[config.mk]
export PLATFORM = sky130hd
export DESIGN_NAME = hazard_ctrl_flat
export DESIGN_NICKNAME = d
export VERILOG_FILES = /design/src/rtl/hazard_ctrl_if.sv /design/src/rtl/hazard_ctrl.sv /design/src/flat_wrapper.sv
export SDC_FILE = /design/constraint.sdc
export NUM_CORES = 1
export LEC_CHECK = 0
export ABC_AREA = 1
export CAP_MARGIN = 30
export CORE_MARGIN = 3
export CORE_UTILIZATION = 30
export CTS_CLUSTER_DIAMETER = 30
export DETAILED_ROUTE_END_ITERATION = 7
export GPL_TIMING_DRIVEN = 0
export PLACE_DENSITY_LB_ADDON = 0.2
export SLEW_MARGIN = 10
export SYNTH_ARGS = -nofsm -noshare
export SYNTH_HDL_FRONTEND = slang
export SYNTH_SLANG_ARGS = --single-unit
[constraint.sdc]
create_clock -name clk -period 3.1 [get_ports clk]
set_input_delay 0.62 -clock clk [delete_from_list [all_inputs] [get_ports clk]]
set_output_delay 0.62 -clock clk [all_outputs]
set_load 0.01 [all_outputs]
[src/rtl/hazard_ctrl_if.sv]
// Pipeline hazard control bundle: ID/EX/MEM hazard inputs and pipeline-register controls.
// The slave modport belongs to hazard_ctrl; the master modport to the pipeline datapath.
interface hazard_ctrl_if #(
  parameter int unsigned CNT_W = 32
) ();
  logic [4:0]       ID_Rs1_addr;
  logic [4:0]       ID_Rs2_addr;
  logic             ID_Rs1_used;
  logic             ID_Rs2_used;
  logic             EX_MemRead;
  logic [4:0]       EX_Rd_addr;
  logic             EX_redirect;
  logic             MEM_mem_req;
  logic             mem_ready;
  logic             PC_en;
  logic             IF_ID_en;
  logic             IF_ID_flush;
  logic             ID_EX_en;
  logic             ID_EX_flush;
  logic             EX_MEM_en;
  logic             MEM_WB_en;
  logic             MEM_WB_flush;
  logic             mem_timeout;
  logic [CNT_W-1:0] stall_cycles;
  logic [CNT_W-1:0] flush_count;

  modport master (
    output ID_Rs1_addr, ID_Rs2_addr, ID_Rs1_used, ID_Rs2_used,
           EX_MemRead, EX_Rd_addr, EX_redirect, MEM_mem_req, mem_ready,
    input  PC_en, IF_ID_en, IF_ID_flush, ID_EX_en, ID_EX_flush,
           EX_MEM_en, MEM_WB_en, MEM_WB_flush, mem_timeout,
           stall_cycles, flush_count
  );

  modport slave (
    input  ID_Rs1_addr, ID_Rs2_addr, ID_Rs1_used, ID_Rs2_used,
           EX_MemRead, EX_Rd_addr, EX_redirect, MEM_mem_req, mem_ready,
    output PC_en, IF_ID_en, IF_ID_flush, ID_EX_en, ID_EX_flush,
           EX_MEM_en, MEM_WB_en, MEM_WB_flush, mem_timeout,
           stall_cycles, flush_count
  );
endinterface

[src/rtl/hazard_ctrl.sv]
// Stall/flush controller for the 5-stage RV32I pipeline with data-memory wait watchdog.
// Define HAZARD_PERF_CNT_EN to build the stall/flush performance counters.
module hazard_ctrl #(
  parameter int unsigned MEM_TIMEOUT = 16,
  parameter int unsigned CNT_W       = 32
) (
  input  logic          clk,
  input  logic          rst,
  hazard_ctrl_if.slave  hz
);

  typedef enum logic [1:0] {
    RUN      = 2'd0,
    MEM_WAIT = 2'd1,
    ERROR    = 2'd2
  } state_e;

  localparam int unsigned WC_W = (MEM_TIMEOUT < 2) ? 1 : $clog2(MEM_TIMEOUT + 1);
  localparam logic [WC_W-1:0] WC_LAST = WC_W'(MEM_TIMEOUT - 1);

  state_e          state_q, state_d;
  logic [WC_W-1:0] wait_q, wait_d;
  logic            timeout_q, timeout_d;

  logic mem_stall;
  logic load_use;
  logic pc_en, if_id_en, if_id_flush, id_ex_en, id_ex_flush;
  logic ex_mem_en, mem_wb_en, mem_wb_flush;

  always_comb begin
    mem_stall = hz.MEM_mem_req && !hz.mem_ready;
    load_use  = hz.EX_MemRead && (hz.EX_Rd_addr != 5'd0) &&
                ((hz.ID_Rs1_used && (hz.ID_Rs1_addr == hz.EX_Rd_addr)) ||
                 (hz.ID_Rs2_used && (hz.ID_Rs2_addr == hz.EX_Rd_addr)));

    pc_en        = 1'b1;
    if_id_en     = 1'b1;
    if_id_flush  = 1'b0;
    id_ex_en     = 1'b1;
    id_ex_flush  = 1'b0;
    ex_mem_en    = 1'b1;
    mem_wb_en    = 1'b1;
    mem_wb_flush = 1'b0;

    if (rst || state_q == ERROR) begin
      pc_en     = 1'b0;
      if_id_en  = 1'b0;
      id_ex_en  = 1'b0;
      ex_mem_en = 1'b0;
      mem_wb_en = 1'b0;
    end else if (mem_stall) begin
      // Freeze everything up to MEM; WB keeps draining with a bubble.
      pc_en        = 1'b0;
      if_id_en     = 1'b0;
      id_ex_en     = 1'b0;
      ex_mem_en    = 1'b0;
      mem_wb_flush = 1'b1;
    end else if (hz.EX_redirect) begin
      if_id_flush = 1'b1;
      id_ex_flush = 1'b1;
    end else if (load_use) begin
      pc_en       = 1'b0;
      if_id_en    = 1'b0;
      id_ex_flush = 1'b1;
    end
  end

  always_comb begin
    state_d   = state_q;
    wait_d    = wait_q;
    timeout_d = timeout_q;
    unique case (state_q)
      RUN: begin
        if (mem_stall) begin
          state_d = MEM_WAIT;
          wait_d  = WC_W'(1);
        end
      end
      MEM_WAIT: begin
        if (!hz.MEM_mem_req || hz.mem_ready) begin
          state_d = RUN;
          wait_d  = '0;
        end else begin
          if (wait_q != '1) wait_d = wait_q + WC_W'(1);
          if (MEM_TIMEOUT != 0 && wait_q == WC_LAST) begin
            state_d   = ERROR;
            timeout_d = 1'b1;
          end
        end
      end
      ERROR: state_d = ERROR;
      default: begin
        state_d = RUN;
        wait_d  = '0;
      end
    endcase
  end

  always_ff @(posedge clk or posedge rst) begin
    if (rst) begin
      state_q   <= RUN;
      wait_q    <= '0;
      timeout_q <= 1'b0;
    end else begin
      state_q   <= state_d;
      wait_q    <= wait_d;
      timeout_q <= timeout_d;
    end
  end

`ifdef HAZARD_PERF_CNT_EN
  logic [CNT_W-1:0] stall_q, stall_d;
  logic [CNT_W-1:0] flush_q, flush_d;

  always_comb begin
    stall_d = stall_q;
    flush_d = flush_q;
    if (!pc_en && state_q != ERROR && stall_q != '1) stall_d = stall_q + CNT_W'(1);
    if (if_id_flush && flush_q != '1) flush_d = flush_q + CNT_W'(1);
  end

  always_ff @(posedge clk or posedge rst) begin
    if (rst) begin
      stall_q <= '0;
      flush_q <= '0;
    end else begin
      stall_q <= stall_d;
      flush_q <= flush_d;
    end
  end

  assign hz.stall_cycles = stall_q;
  assign hz.flush_count  = flush_q;
`else
  assign hz.stall_cycles = {CNT_W{1'b0}};
  assign hz.flush_count  = {CNT_W{1'b0}};
`endif

  assign hz.PC_en        = pc_en;
  assign hz.IF_ID_en     = if_id_en;
  assign hz.IF_ID_flush  = if_id_flush;
  assign hz.ID_EX_en     = id_ex_en;
  assign hz.ID_EX_flush  = id_ex_flush;
  assign hz.EX_MEM_en    = ex_mem_en;
  assign hz.MEM_WB_en    = mem_wb_en;
  assign hz.MEM_WB_flush = mem_wb_flush;
  assign hz.mem_timeout  = timeout_q;

endmodule

[src/flat_wrapper.sv]
// flat-port wrapper written by rule: the top's interface ports become plain ports
module hazard_ctrl_flat 
#(
  parameter int unsigned MEM_TIMEOUT = 16,
  parameter int unsigned CNT_W       = 32
)
  (clk, rst, hz_ID_Rs1_addr, hz_ID_Rs2_addr, hz_ID_Rs1_used, hz_ID_Rs2_used, hz_EX_MemRead, hz_EX_Rd_addr, hz_EX_redirect, hz_MEM_mem_req, hz_mem_ready, hz_PC_en, hz_IF_ID_en, hz_IF_ID_flush, hz_ID_EX_en, hz_ID_EX_flush, hz_EX_MEM_en, hz_MEM_WB_en, hz_MEM_WB_flush, hz_mem_timeout, hz_stall_cycles, hz_flush_count);
  hazard_ctrl_if #(.CNT_W(CNT_W)) hz_i ();
  input  logic clk;
  input  logic rst;
  input wire logic [$bits(hz_i.ID_Rs1_addr)-1:0] hz_ID_Rs1_addr;
  input wire logic [$bits(hz_i.ID_Rs2_addr)-1:0] hz_ID_Rs2_addr;
  input wire logic [$bits(hz_i.ID_Rs1_used)-1:0] hz_ID_Rs1_used;
  input wire logic [$bits(hz_i.ID_Rs2_used)-1:0] hz_ID_Rs2_used;
  input wire logic [$bits(hz_i.EX_MemRead)-1:0] hz_EX_MemRead;
  input wire logic [$bits(hz_i.EX_Rd_addr)-1:0] hz_EX_Rd_addr;
  input wire logic [$bits(hz_i.EX_redirect)-1:0] hz_EX_redirect;
  input wire logic [$bits(hz_i.MEM_mem_req)-1:0] hz_MEM_mem_req;
  input wire logic [$bits(hz_i.mem_ready)-1:0] hz_mem_ready;
  output wire logic [$bits(hz_i.PC_en)-1:0] hz_PC_en;
  output wire logic [$bits(hz_i.IF_ID_en)-1:0] hz_IF_ID_en;
  output wire logic [$bits(hz_i.IF_ID_flush)-1:0] hz_IF_ID_flush;
  output wire logic [$bits(hz_i.ID_EX_en)-1:0] hz_ID_EX_en;
  output wire logic [$bits(hz_i.ID_EX_flush)-1:0] hz_ID_EX_flush;
  output wire logic [$bits(hz_i.EX_MEM_en)-1:0] hz_EX_MEM_en;
  output wire logic [$bits(hz_i.MEM_WB_en)-1:0] hz_MEM_WB_en;
  output wire logic [$bits(hz_i.MEM_WB_flush)-1:0] hz_MEM_WB_flush;
  output wire logic [$bits(hz_i.mem_timeout)-1:0] hz_mem_timeout;
  output wire logic [$bits(hz_i.stall_cycles)-1:0] hz_stall_cycles;
  output wire logic [$bits(hz_i.flush_count)-1:0] hz_flush_count;
  assign hz_i.ID_Rs1_addr = hz_ID_Rs1_addr;
  assign hz_i.ID_Rs2_addr = hz_ID_Rs2_addr;
  assign hz_i.ID_Rs1_used = hz_ID_Rs1_used;
  assign hz_i.ID_Rs2_used = hz_ID_Rs2_used;
  assign hz_i.EX_MemRead = hz_EX_MemRead;
  assign hz_i.EX_Rd_addr = hz_EX_Rd_addr;
  assign hz_i.EX_redirect = hz_EX_redirect;
  assign hz_i.MEM_mem_req = hz_MEM_mem_req;
  assign hz_i.mem_ready = hz_mem_ready;
  assign hz_PC_en = hz_i.PC_en;
  assign hz_IF_ID_en = hz_i.IF_ID_en;
  assign hz_IF_ID_flush = hz_i.IF_ID_flush;
  assign hz_ID_EX_en = hz_i.ID_EX_en;
  assign hz_ID_EX_flush = hz_i.ID_EX_flush;
  assign hz_EX_MEM_en = hz_i.EX_MEM_en;
  assign hz_MEM_WB_en = hz_i.MEM_WB_en;
  assign hz_MEM_WB_flush = hz_i.MEM_WB_flush;
  assign hz_mem_timeout = hz_i.mem_timeout;
  assign hz_stall_cycles = hz_i.stall_cycles;
  assign hz_flush_count = hz_i.flush_count;
  hazard_ctrl #(.MEM_TIMEOUT(MEM_TIMEOUT), .CNT_W(CNT_W)) u_core (.clk(clk), .rst(rst), .hz(hz_i));
endmodule
### Yosys cells after proc, flatten, opt, wreduce, memory -nomap -nowiden

Index checks and enable logic that the tools add are counted.

* flip-flop bits (word level): 8
* latch bits: 0
* memory bits (writable): 0
* bits in read-only memories: 0
* input bits: 23
* output and inout port bits: 73
* logic and storage cells: 54
* memories: 0

* add/sub/neg operators: 1
* multipliers: 0
* div/mod/pow operators: 0
* $lt $le $gt $ge: 0
* equal/unequal tests: 9
* shifts and indexed selects: 0
* muxes and demuxes: 24
* bitwise logic cells: 2
* reduce and logical (&&, ||, !) cells: 15

Operators with widths (count)
* 1-bit 2-to-1 mux: 16
* 5-bit 2-to-1 mux: 3
* 5-bit case mux with 3 select lines: 1
* 5-bit equality test: 2
* 2-bit 2-to-1 mux: 3
* 3-bit by 1-bit inequality test with 1-bit output (second input constant): 2
* 2-bit case mux with 3 select lines: 1
* 3-bit AND reduction: 2
* 5-bit by 1-bit adder with 5-bit output (second input constant): 1
* 5-bit by 4-bit equality test with 1-bit output (second input constant): 1
* 1-bit logical AND: 5
* 5-bit inequality test (second input constant): 1
* 5-bit nonzero test: 1
* 1-bit logical OR: 3
* 2-bit by 1-bit equality test with 1-bit output (second input constant): 1
* 2-bit equality test (second input constant): 1
* 1-bit logical NOT: 2
* 2-bit logical NOT: 1
* 2-bit by 1-bit inequality test with 1-bit output (second input constant): 1
* 1-bit inverter: 2
* 2-bit AND reduction: 1

### Longest topological paths before layout

* depth in word-level cells: 8
* depth in mapped cells: 10

### Worst setup path after synthesis

Ideal clock, no wire load.

* kind: in2out
* from: in rst
* to: out hz_PC_en
* data arrival time: 1.360 ns
* path slack: 1.120 ns
* cell stages on the path: 6
* cell sequence: nor2_2 -> inv_2 -> nor2_4 -> nand2_1 -> nand2_1 -> buf_4

* longest elaborated chain between the ends: 2

Ends and longest elaborated chain
* from (decl): line flat_wrapper.sv:10 `input logic rst;`
* 1-bit logical OR: line hazard_ctrl.sv:45 `if (rst || state_q == ERROR) begin`
* 1-bit 2-to-1 mux
* to (decl): line flat_wrapper.sv:20 `output wire logic [$bits(hz_i.PC_en)-1:0] hz_PC_en;`

No other way between the ends.

### Worst setup path in the final report

* from: in hz_EX_Rd_addr[3]
* to: out hz_ID_EX_flush

* longest elaborated chain between the ends: 8
* elaborated cells on any way between the ends: 12
* those cells by class: 2 x eq/ne; 4 x mux; 6 x reduce/logical

Ends and longest elaborated chain
* from (decl): line flat_wrapper.sv:16 `input wire logic [$bits(hz_i.EX_Rd_addr)-1:0] hz_EX_Rd_addr;`
* 5-bit equality test, on equally long branches: line hazard_ctrl.sv:33, hazard_ctrl.sv:34
* 1-bit logical AND, on equally long branches: line hazard_ctrl.sv:33, hazard_ctrl.sv:34
* 1-bit logical OR: line hazard_ctrl.sv:33 `((hz.ID_Rs1_used && (hz.ID_Rs1_addr == hz.EX_Rd_addr)) ||`
* 1-bit logical AND (*): line hazard_ctrl.sv:32 `load_use = hz.EX_MemRead && (hz.EX_Rd_addr != 5'd0) &&`
* 1-bit 2-to-1 mux (*): line hazard_ctrl.sv:61 `end else if (load_use) begin`
* 1-bit 2-to-1 mux (*): line hazard_ctrl.sv:58 `end else if (hz.EX_redirect) begin`
* 1-bit 2-to-1 mux (*): line hazard_ctrl.sv:51 `end else if (mem_stall) begin`
* 1-bit 2-to-1 mux (*): line hazard_ctrl.sv:45
* to (decl): line flat_wrapper.sv:24 `output wire logic [$bits(hz_i.ID_EX_flush)-1:0] hz_ID_EX_flush;`

Mark *: on every way between the ends. The rest lies on a longest branch, timed or not.

==> results.toml <==
[clock_tree]
cts_tree = "yes"
cts_buffer_depth = 2
cts-buffers-inserted = 3
clkLatencyLatePin_ns = 0.23
htreeDepth = 1
cts_root_buffer = "clkbuf_8"
cts_sinks = 8
clk_pin_slew_ns = 0.04

[setup_path]
cp-end-kind = "primary output"
r2r_cells = 9
worstSetupPathType = "primary input to primary output"
worstReg2RegStart = "u_core.wait_q[0]"
rrSetupSlack_ns = 1.54
startpoint_type = "primary input"
required_ns = 2.48
path_cells = "clkdlybuf4s50_1 > inv_1 > nand2_1 > nand2_1 > nor2_1 > nand3_1 > nand2_1 > nand3_1 > nand2_1 > clkdlybuf4s50_1"
crit_arrival_ns = 2.23
crit_top_cell = "nand2_1"
cp_slowest_stage_delay_ns = 0.53
worstPathMaxFanout = 3
crit_slowest_cell = "clkdlybuf4s50_1"
r2r-end = "u_core.wait_q[2]"

[logic_synthesis]
ys_ff_latch = 8
synthTopCellsByArea = "buf_4, dfrtp_1, nand2_1"
synthCells = 187
yosysSeqAreaShare_pct = 16.15
synth_edf_count = 0
ys.flop_type = "dfrtp_1"
yosys.cell_types.count = 21
yosys.area.top_type = "buf_4"
synthArstFlopShare_pct = 100.0
yosysMostFrequentCell = "buf_4"
avgSynthCellArea_um2 = 6.631
yosys-top-cells-count = "buf_4, nand2_1, inv_1"
synth_warnings = 0
yosysTopAreaCellShare_pct = 39.96
netlist_area_mm2 = 0.001240

[routing]
wl_per_cell_um = 7.090
drt_iter0_markers = 23
via_per_inst = 3.301
drc = 0
first_pass_iters = 4
wl_mm = 2.354
ant_nets = 0
vias = 1096

[finish]
area_growth_pct = 52.88
seqCellArea_um2 = 200.2
fin_area_mm2 = 0.001896
fillers = 399
drive_above_1_share_pct = 28.52
multi_input_area_um2 = 671.9
nets = 312
diodes = 0

[global_routing]
grt_pass1_wl_mm = 3.836
grt-ovfl-total = 0
grtUsageTotal_pct = 9.449
antenna_found_initial = 0
grt_max_degree = 9
grt_pass1_vias = 945

[placement]
io_buffers = 31
dpl_cell_area_mm2 = 0.001847
dpl.hpwl_mm = 2.201
place_congestion = 0.7710

[timing]
post-route-period-util_pct = 92.01
skew_ns = 0.001869
rsz0062_at_grt = "false"
drv_slew = 0
tns_ns = 0
hold_viol_final = 0
post-route-min-period_ns = 2.852
fmax_ghz = 0.3506
finalSetupViolations = 0

[worst_hold_path]
holdPathEnd = "u_core.hz.mem_timeout"
hold_depth = 2
hold_class = "register to register"
worstHoldStart = "u_core.hz.mem_timeout"

[power_and_ir_drop]
seq_power_share_pct = 27.4
pwr-share-comb_pct = 40.7
power_mw = 0.3827
p_sw_share_pct = 28.40
worst_ir_drop_vdd_mv = 0.1846
internal_power_mw = 0.2740
pwr-share-clk_pct = 31.9
p_sw_mw = 0.1087
power_leakage_nw = 1.203
power.density_mw_per_mm2 = 201.9

[floorplanning]
die_area_mm2 = 0.004941
num_rows = 22
initial_core_util_pct = 32.41
ioPinCount = 96
die_x_um = 70.29
core_area_mm2 = 0.003826
die_h_um = 70.29

[status]
status = "complete, no violations"

[run]
max_cap_viol_count = 0
[stage by stage]
step | worst slack (ns) | hold slack [ns] | std cells | util (%)
after floorplan | 1.120 | 0.4357 | 250 | -
after global placement | 0.1084 | 0.4491 | 329 | 48.27
after detailed placement | 0.1125 | 0.4630 | 329 | 48.27
after CTS | 0.1031 | 0.4720 | 332 | 49.35
after global routing | 0.09056 | 0.4970 | 332 | 49.54
final | 0.2478 | 0.4649 | 332 | 49.54
[cell type report]
type,instances,area share (%)
plain buffers,66,26.14
clock buffers,3,2.178
inverters,29,5.743
multi-input cells,147,35.45
flip-flops and latches,8,10.56
well taps,48,3.168
repair buffers,31,16.77
[metal layers]
layer	vias to the layer above	GRT usage, %	wire [um]
met5	-	0	0
met4	0	3.830	38
met3	5	3.022	289
met2	56	16.63	1120
met1	416	10.35	905
li1	619	-	-
[power groups by stage]
stage	Sequential, mW	Clock [mW]	Combinational, mW
6_report	0.105	0.122	0.156
5_1_grt	0.105	0.136	0.173
4_1_cts	0.105	0.128	0.153
3_5_place_dp	0.106	0	0.152
3_3_place_gp	0.106	0	0.152
2_1_floorplan	0.106	0	0.117
[repair_timing]
item / CTS / global route
setup buffers: 0 / 0
hold buffers: 0 / 0
setup endpoints to repair: 0 / 1
hold endpoints to repair: 0 / 0
gates resized for setup: 0 / 3
[worst max path at each step]
stage	slack [ns]	end	startpoint
3_5_place_dp	0.11	hz_PC_en	hz_EX_Rd_addr[0]
6_report	0.25	hz_ID_EX_flush	hz_EX_Rd_addr[3]
5_1_grt	0.09	hz_ID_EX_flush	hz_EX_Rd_addr[3]
3_3_place_gp	0.11	hz_PC_en	hz_EX_Rd_addr[3]
4_1_cts	0.10	hz_PC_en	hz_EX_Rd_addr[0]
2_1_floorplan	1.12	hz_PC_en	rst
[worst max-delay path, delay by kind of cell]
kind	cells	cell delay, ns
buffers and inverters	3	1.10
AND/OR/NAND/NOR	7	0.52
[registers in the layout, summed over array words and instances (netlist names)]
name,cells
u_core.wait_q,5
u_core.state_q,2
u_core.hz.mem_timeout,1
[logic make-up (layout without fill, tap and decap cells)]
family / Yosys count / in the layout / synth area share, %
buf+inv: 95 / 129 / 48.74
other cells: 1 / 64 / 0.3024
compound gates: 11 / 11 / 6.257
xor+xnor: 1 / 1 / 0.7065
fa+ha+maj: 3 / 3 / 3.028
simple gates: 68 / 68 / 24.82
flops: 8 / 8 / 16.15
[cell usage in the layout (no fill, tap or decap), types with 2 or more instances in the layout]
cell type	n
o21ai_0	5
dlymetal6s2s_1	3
clkdlybuf4s50_1	28
a21oi_1	2
inv_1	27
inv_2	2
conb_1	64
nand3_1	4
dfrtp_1	8
buf_4	66
nand2_2	2
nand2_1	43
o21ai_2	2
ha_1	3
nor2_1	14
clkbuf_8	3
(Power assumes the default switching activity.)
